===== src/rtl/game_of_life_engine.sv =====
// Conway B3/S23 cellular automaton over a ROWS x COLS grid; optional toroidal wrap via macro LIFE_TORUS_EN.
// Latency: load visible after one edge; each applied generation visible after the edge that applies it.
// No backpressure: run is a level, step a one-cycle pulse, load always wins; grid_evolve is combinational.
module game_of_life_engine #(
   parameter int ROWS = 8,
   parameter int COLS = 8,
   parameter int GW   = 16
) (
   input  logic                 clk,
   input  logic                 reset,
   input  logic                 load,
   input  logic [ROWS*COLS-1:0] seed,
   input  logic                 run,
   input  logic                 step,
   output logic [ROWS*COLS-1:0] grid,
   output logic [ROWS*COLS-1:0] grid_evolve,
   output logic [GW-1:0]        gen_count,
   output logic [1:0]           state,
   output logic                 stable,
   output logic                 extinct
);

   localparam logic [1:0] IDLE  = 2'd0;
   localparam logic [1:0] PAUSE = 2'd1;
   localparam logic [1:0] RUN   = 2'd2;
   localparam logic [1:0] DONE  = 2'd3;

`ifdef LIFE_TORUS_EN
   localparam bit WRAP = 1'b1;
`else
   localparam bit WRAP = 1'b0;
`endif

   // Row 0 / col 0 live at the MSB end of the flattened vector.
   function automatic int bit_of(input int r, input int c);
      return (ROWS - 1 - r) * COLS + (COLS - 1 - c);
   endfunction

   for (genvar r = 0; r < ROWS; r++) begin : g_row
      for (genvar c = 0; c < COLS; c++) begin : g_col
         // Neighbour coordinates are always wrapped so every index stays in range;
         // in the bounded build the edge flags force off-grid neighbours to dead.
         localparam int RU  = (r + ROWS - 1) % ROWS;
         localparam int RD  = (r + 1) % ROWS;
         localparam int CL  = (c + COLS - 1) % COLS;
         localparam int CR  = (c + 1) % COLS;
         localparam bit OKU = WRAP || (r > 0);
         localparam bit OKD = WRAP || (r < ROWS - 1);
         localparam bit OKL = WRAP || (c > 0);
         localparam bit OKR = WRAP || (c < COLS - 1);

         logic [7:0] nb;
         logic [3:0] cnt;

         assign nb[0] = (OKU && OKL) ? grid[bit_of(RU, CL)] : 1'b0;
         assign nb[1] =  OKU         ? grid[bit_of(RU, c )] : 1'b0;
         assign nb[2] = (OKU && OKR) ? grid[bit_of(RU, CR)] : 1'b0;
         assign nb[3] =  OKL         ? grid[bit_of(r,  CL)] : 1'b0;
         assign nb[4] =  OKR         ? grid[bit_of(r,  CR)] : 1'b0;
         assign nb[5] = (OKD && OKL) ? grid[bit_of(RD, CL)] : 1'b0;
         assign nb[6] =  OKD         ? grid[bit_of(RD, c )] : 1'b0;
         assign nb[7] = (OKD && OKR) ? grid[bit_of(RD, CR)] : 1'b0;

         // Population count of the eight neighbours.
         always_comb begin
            cnt = 4'd0;
            for (int i = 0; i < 8; i++) begin
               cnt = cnt + {3'b000, nb[i]};
            end
         end

         assign grid_evolve[bit_of(r, c)] = (cnt == 4'd3) || (grid[bit_of(r, c)] && (cnt == 4'd2));
      end
   end

   assign extinct = (grid == '0);

   logic same;
   assign same = (grid_evolve == grid);

   // Control FSM plus grid/counter/stable registers; load overrides every state.
   always_ff @(posedge clk or negedge reset) begin
      if (!reset) begin
         grid      <= '0;
         gen_count <= '0;
         stable    <= 1'b0;
         state     <= IDLE;
      end else if (load) begin
         grid      <= seed;
         gen_count <= '0;
         stable    <= 1'b0;
         state     <= PAUSE;
      end else begin
         case (state)
            PAUSE: begin
               // run takes precedence; a coincident step is dropped.
               if (run) begin
                  state <= RUN;
               end else if (step) begin
                  grid      <= grid_evolve;
                  gen_count <= (gen_count == '1) ? gen_count : gen_count + 1'b1;
                  stable    <= same;
                  if (same) state <= DONE;
               end
            end
            RUN: begin
               if (!run) begin
                  state <= PAUSE;
               end else begin
                  grid      <= grid_evolve;
                  gen_count <= (gen_count == '1) ? gen_count : gen_count + 1'b1;
                  stable    <= same;
                  if (same) state <= DONE;
               end
            end
            default: begin
               // IDLE and DONE hold everything until a load.
            end
         endcase
      end
   end

endmodule


===== config.mk =====
export PLATFORM = sky130hd
export DESIGN_NAME = game_of_life_engine
export DESIGN_NICKNAME = d
export VERILOG_FILES = /design/src/rtl/game_of_life_engine.sv
export SDC_FILE = /design/constraint.sdc
export NUM_CORES = 1
export LEC_CHECK = 0
export BUFFER_PORTS_ARGS = -buffer_cell sky130_fd_sc_hd__buf_2
export CAP_MARGIN = 30
export CORE_MARGIN = 8
export CORE_UTILIZATION = 42
export CTS_BUF_LIST = sky130_fd_sc_hd__clkbuf_8
export CTS_CLUSTER_DIAMETER = 40
export DETAILED_ROUTE_END_ITERATION = 8
export PLACE_DENSITY = 0.61
export RECOVER_POWER = 100
export SETUP_SLACK_MARGIN = 0.1
export SLEW_MARGIN = 20
export SYNTH_ARGS = -nofsm -noshare
export SYNTH_HDL_FRONTEND = slang
export SYNTH_SLANG_ARGS = --single-unit

===== constraint.sdc =====
create_clock -name clk -period 12.9 [get_ports clk]
set_input_delay 3.87 -clock clk [delete_from_list [all_inputs] [get_ports clk]]
set_output_delay 3.87 -clock clk [all_outputs]
set_load 0.005 [all_outputs]

* After elaboration in Yosys (flattened, before gate mapping)
Cells that the tools add are included.
** Word-level totals
- Bits of input ports :: 69
- Bits in read-only memories :: 0
- Memories kept :: 0
- RAM bits :: 0
- Bits in latches :: 0
- Bits in registers :: 83
- Output and inout port bits :: 148
** Cells by class
- Order comparisons :: 0
- Bitwise logic cells :: 0
- $mul :: 0
- Shift operators :: 0
- Add/subtract/negate cells :: 350
- Reductions and logical operators :: 132
- Multiplexer cells :: 22
- Divide/modulo/power cells :: 0
- Equality and inequality tests :: 136
** Operators with widths (count)
- $add A4 B1 Y4 :: 181
- $eq A4 B2 Y1 const B :: 122
- $mux W64 :: 4
- $add A3 B1 Y4 :: 54
- $add A2 B1 Y3 :: 57
- $pmux W64 S2 :: 1
- $add A1 B1 Y2 :: 57
- $mux W16 :: 5
- $eq A64 B64 Y1 :: 1
- $logic_and A1 B1 Y1 :: 64
- $logic_not A64 Y1 :: 1
- $logic_or A1 B1 Y1 :: 64
- $pmux W16 S2 :: 1
- $eq A3 B2 Y1 const B :: 6
- $add A16 B1 Y16 const B :: 1
- $eq A16 B16 Y1 const B :: 1
- $mux W2 :: 5
- $ne A3 B3 Y1 const B :: 3
- $mux W1 :: 4
- $ne A4 B4 Y1 const B :: 1
- $pmux W2 S2 :: 1
- $reduce_and A4 Y1 :: 1
- $reduce_bool A3 Y1 :: 1
- $eq A2 B1 Y1 const B :: 1
- other kinds (3) :: 3

* Depth between registers and ports, before layout
- Depth after elaboration :: 16
- Gate-level depth with buffers :: 15

* Least setup slack after synthesis
No wires, ideal clock.
- Path type :: flip-flop to output port
- From :: register grid[21]
- To :: output port grid_evolve[29]
- Arrival :: 3.412 ns
- Data required time :: 9.030 ns
- Cell stages (with the launch flop) :: 11
- Setup slack :: 5.618 ns
- Cells stage by stage :: dfrtp_1 -> inv_1 -> fa_1 -> fa_1 -> fa_1 -> inv_1 -> ha_1 -> fa_1 -> or2_1 -> a21boi_0 -> o21a_1
** On the way
- Cells in the longest elaborated chain, start to end :: 5
** Ends and longest elaborated chain
- from (decl) :: line 15 : output logic [ROWS*COLS-1:0] grid,
- from (signal assigned) :: line 100 : grid <= grid_evolve;
- from (signal assigned) :: line 110 : grid <= grid_evolve;
- $add A4 B1 Y4 (*) (2 in series) :: line 68 : cnt = cnt + {3'b000, nb[i]};
- $eq A4 B2 Y1 :: line 72 : assign grid_evolve[bit_of(r, c)] = (cnt == 4'd3) || (grid[bit_of(r, c)] && (cnt == 4'd2));
- $logic_and A1 B1 Y1 :: line 72
- $logic_or A1 B1 Y1 (*) :: line 72
- to (decl) :: line 16 : output logic [ROWS*COLS-1:0] grid_evolve,
Every way passes the cells marked *; elsewhere a longest branch is shown, timed or not.

* Worst setup path after layout
- From :: input port load
- To :: register grid[49]
** On the way
- Cells in the longest elaborated chain, start to end :: 2
** Ends and longest elaborated chain
- from (decl) :: line 11 : input logic load,
- $ne A3 B3 Y1 (no source line) / $reduce_bool A3 Y1 (equally long branches)
- $reduce_and A4 Y1 (no source line)
Parallel ways exist; a longest one is shown, timed or not.
A chain may end at the register's enable or synchronous reset.

==> results.sh <==
export IMPL_status="finished with violations"
export IMPL_violations="max-capacitance violations, max-slew violations"
export IMPL_gp_congestion=1.00
export IMPL_grt_pass1_wl_um=76700
export IMPL_endpoint_kind="register"
export IMPL_fin_skew_ns=0.0232
export IMPL_yosysTopAreaCellShare_pct=28.6
export IMPL_rsz0062_at_grt="no"
export IMPL_clkSinkCount=83
export IMPL_synth_main_ff_cell="dfrtp_1"
export IMPL_dp_hpwl_um=41100
export IMPL_grt_use_total_pct=26.2
export IMPL_synth_edf_count=0
export IMPL_clockBufferDepth=2
export IMPL_setup_violations=0
export IMPL_synthDistinctLibCells=77
export IMPL_critPathKind="input pin to register"
export IMPL_synthCells=1491
export IMPL_drive_gt1_share_pct=7.27
export IMPL_cts_setup_buffers=0
export IMPL_cts_tree="done"
export IMPL_fillers=3265
export IMPL_detail_route_wl_per_cell_um=23.3
export IMPL_crit_arrival_ns=10.69
export IMPL_cts_root_buf="clkbuf_8"
export IMPL_initial_utilization_pct=42.4
export IMPL_place_port_buffers=216
export IMPL_cp_start_kind="input pin"
export IMPL_yosys_warnings=0
export IMPL_post_route_min_period_ns=10.32
export IMPL_areaGrowthSynthToFinish_pct=12.0
export IMPL_tightest_slew_ns=3.02
export IMPL_reg2reg_to="stable"
export IMPL_async_flop_share_pct=100
export IMPL_drt_iter0_markers=880
export IMPL_path_clk_slew_ns=0.10
export IMPL_post_route_drc_count=0
export IMPL_core_um2=32400
export IMPL_grt_antenna_before_repair=2
export IMPL_ys_ff_latch=83
export IMPL_num_vias=12181
export IMPL_ant_nets=0
export IMPL_ys_seq_area_share_pct=15.1
export IMPL_critical_path_max_fanout=44
export IMPL_nets=2131
export IMPL_die_h_um=197
export IMPL_whs_ns=0.534
export IMPL_synth_area_um2=13700
export IMPL_dieWidth_um=197
export IMPL_relSlewSlack_pct=-101
export IMPL_setup_tns_ns=0
export IMPL_die_area_um2=38800
export IMPL_first_pass_iters=5
export IMPL_synth_commonest_cells="inv_1 (278), fa_1 (196), ha_1 (165), nor2_1 (144), nand2_1 (98)"
export IMPL_grt_max_degree=52
export IMPL_r2r_setup_slack_ns=6.95
export IMPL_yosys_area_top_type="fa_1"
export IMPL_grt_pass1_vias=12604
export IMPL_period_share_pct=80.0
export IMPL_holdPathStages=1
export IMPL_cts_buffers=9
export IMPL_slew_viol_final=273
export IMPL_reg2reg_depth=14
export IMPL_yosysMostFrequentCell="inv_1"
export IMPL_worstHoldStart="stable"
export IMPL_h_tree_depth=3
export IMPL_clock_latency_ns=0.44
export IMPL_synthTopCellsByArea="fa_1 (29%), dfrtp_1 (15%), ha_1 (15%)"
export IMPL_drt_wl_total_um=50100
export IMPL_syn_avg_cell_area_um2=9.21
export IMPL_cp_data_required_time_ns=13.27
export IMPL_gr_total_overflow=0
export IMPL_hold_class="register to register"
export IMPL_r2r_start="grid[17]"
export IMPL_hold_end="stable"
export IMPL_post_cts_resized=0
export IMPL_viasPerCell=5.67
export IMPL_antennaDiodeCount=0
export IMPL_cts_hold_buf=0
export IMPL_syn_nets=1921
export IMPL_hold_viol_final=0
export IMPL_top_level_ports=217
export IMPL_clock_fmax_mhz=96.9
export IMPL_max_cap_violations=7
export IMPL_rows=66
[kinds of logic after synthesis]
| kind of cell | synth area share (%) |
|---|---|
| simple gates | 18.7 |
| fa+ha+maj | 43.6 |
| buf+inv | 8.25 |
| compound gates | 13.0 |
| flops | 15.1 |
| xor+xnor | 0.956 |
| mux | 0.373 |
[through the flow]
step,cells,util [%],worst slack [ns],area [um2]
after floorplan,1491,-,5.62,13700
after global placement,2131,47.4,4.76,15400
after detailed placement,2131,47.4,4.80,15400
after CTS,2147,48.1,4.28,15600
after global routing,2148,47.5,2.08,15400
final,2148,47.5,2.58,15400
[worst max-delay path: stages]
cell      delay (ns)
clkbuf_1        1.23
clkbuf_1        1.99
a221o_1         0.26
clkbuf_1        1.15
nand2_1         1.38
nor3_1          0.62
a221o_1         0.17
[registers in the layout (all words and copies together) (netlist names)]
signal and cells:
gen_count 16, grid 64, stable 1, state 2
[cells in the final DEF (no fill, tap or decap), types with 27 or more instances in the layout]
cell type | Yosys | routed
nand2_1 | 98 | 98
a22oi_1 | 42 | 42
nand2b_1 | 37 | 37
a21oi_1 | 30 | 30
nor3_1 | 37 | 37
dfrtp_1 | 83 | 83
clkbuf_1 | 21 | 124
inv_1 | 278 | 279
nor2_1 | 144 | 144
o21ai_0 | 26 | 27
buf_2 | 0 | 92
ha_1 | 165 | 165
nand4_1 | 33 | 33
fa_1 | 196 | 196
[layout make-up]
cell class | instances | area [um2] | area share (%)
clock buffer | 9 | 124 | 0.805
inverter | 279 | 1050 | 6.81
clock inverter | 7 | 76.3 | 0.496
timing repair buffer | 222 | 963 | 6.26
multi-input combinational | 1106 | 10500 | 68.5
tap | 442 | 553 | 3.59
sequential | 83 | 2080 | 13.5
[worst max path at each step]
stage                     startpoint              end
final                           load         grid[49]
after global routing            load         grid[49]
after CTS                    grid[9]  grid_evolve[18]
after detailed placement     grid[9]  grid_evolve[18]
after global placement       grid[9]  grid_evolve[18]
after floorplan             grid[21]  grid_evolve[29]
[metal layers]
| metal | part of all wire (%) | GRT usage [%] | routed length [um] | vias to the layer above |
|---|---|---|---|---|
| li1 | - | - | - | 5488 |
| met1 | 43 | 34.8 | 21300 | 6131 |
| met2 | 47 | 42.5 | 23400 | 481 |
| met3 | 7.4 | 4.33 | 3700 | 77 |
| met4 | 3.4 | 10.1 | 1690 | 4 |
| met5 | 0.052 | 0 | 26 | - |
Power is not shown: default switching activity piles up to over one toggle a cycle in this logic, so the estimate is an artifact.
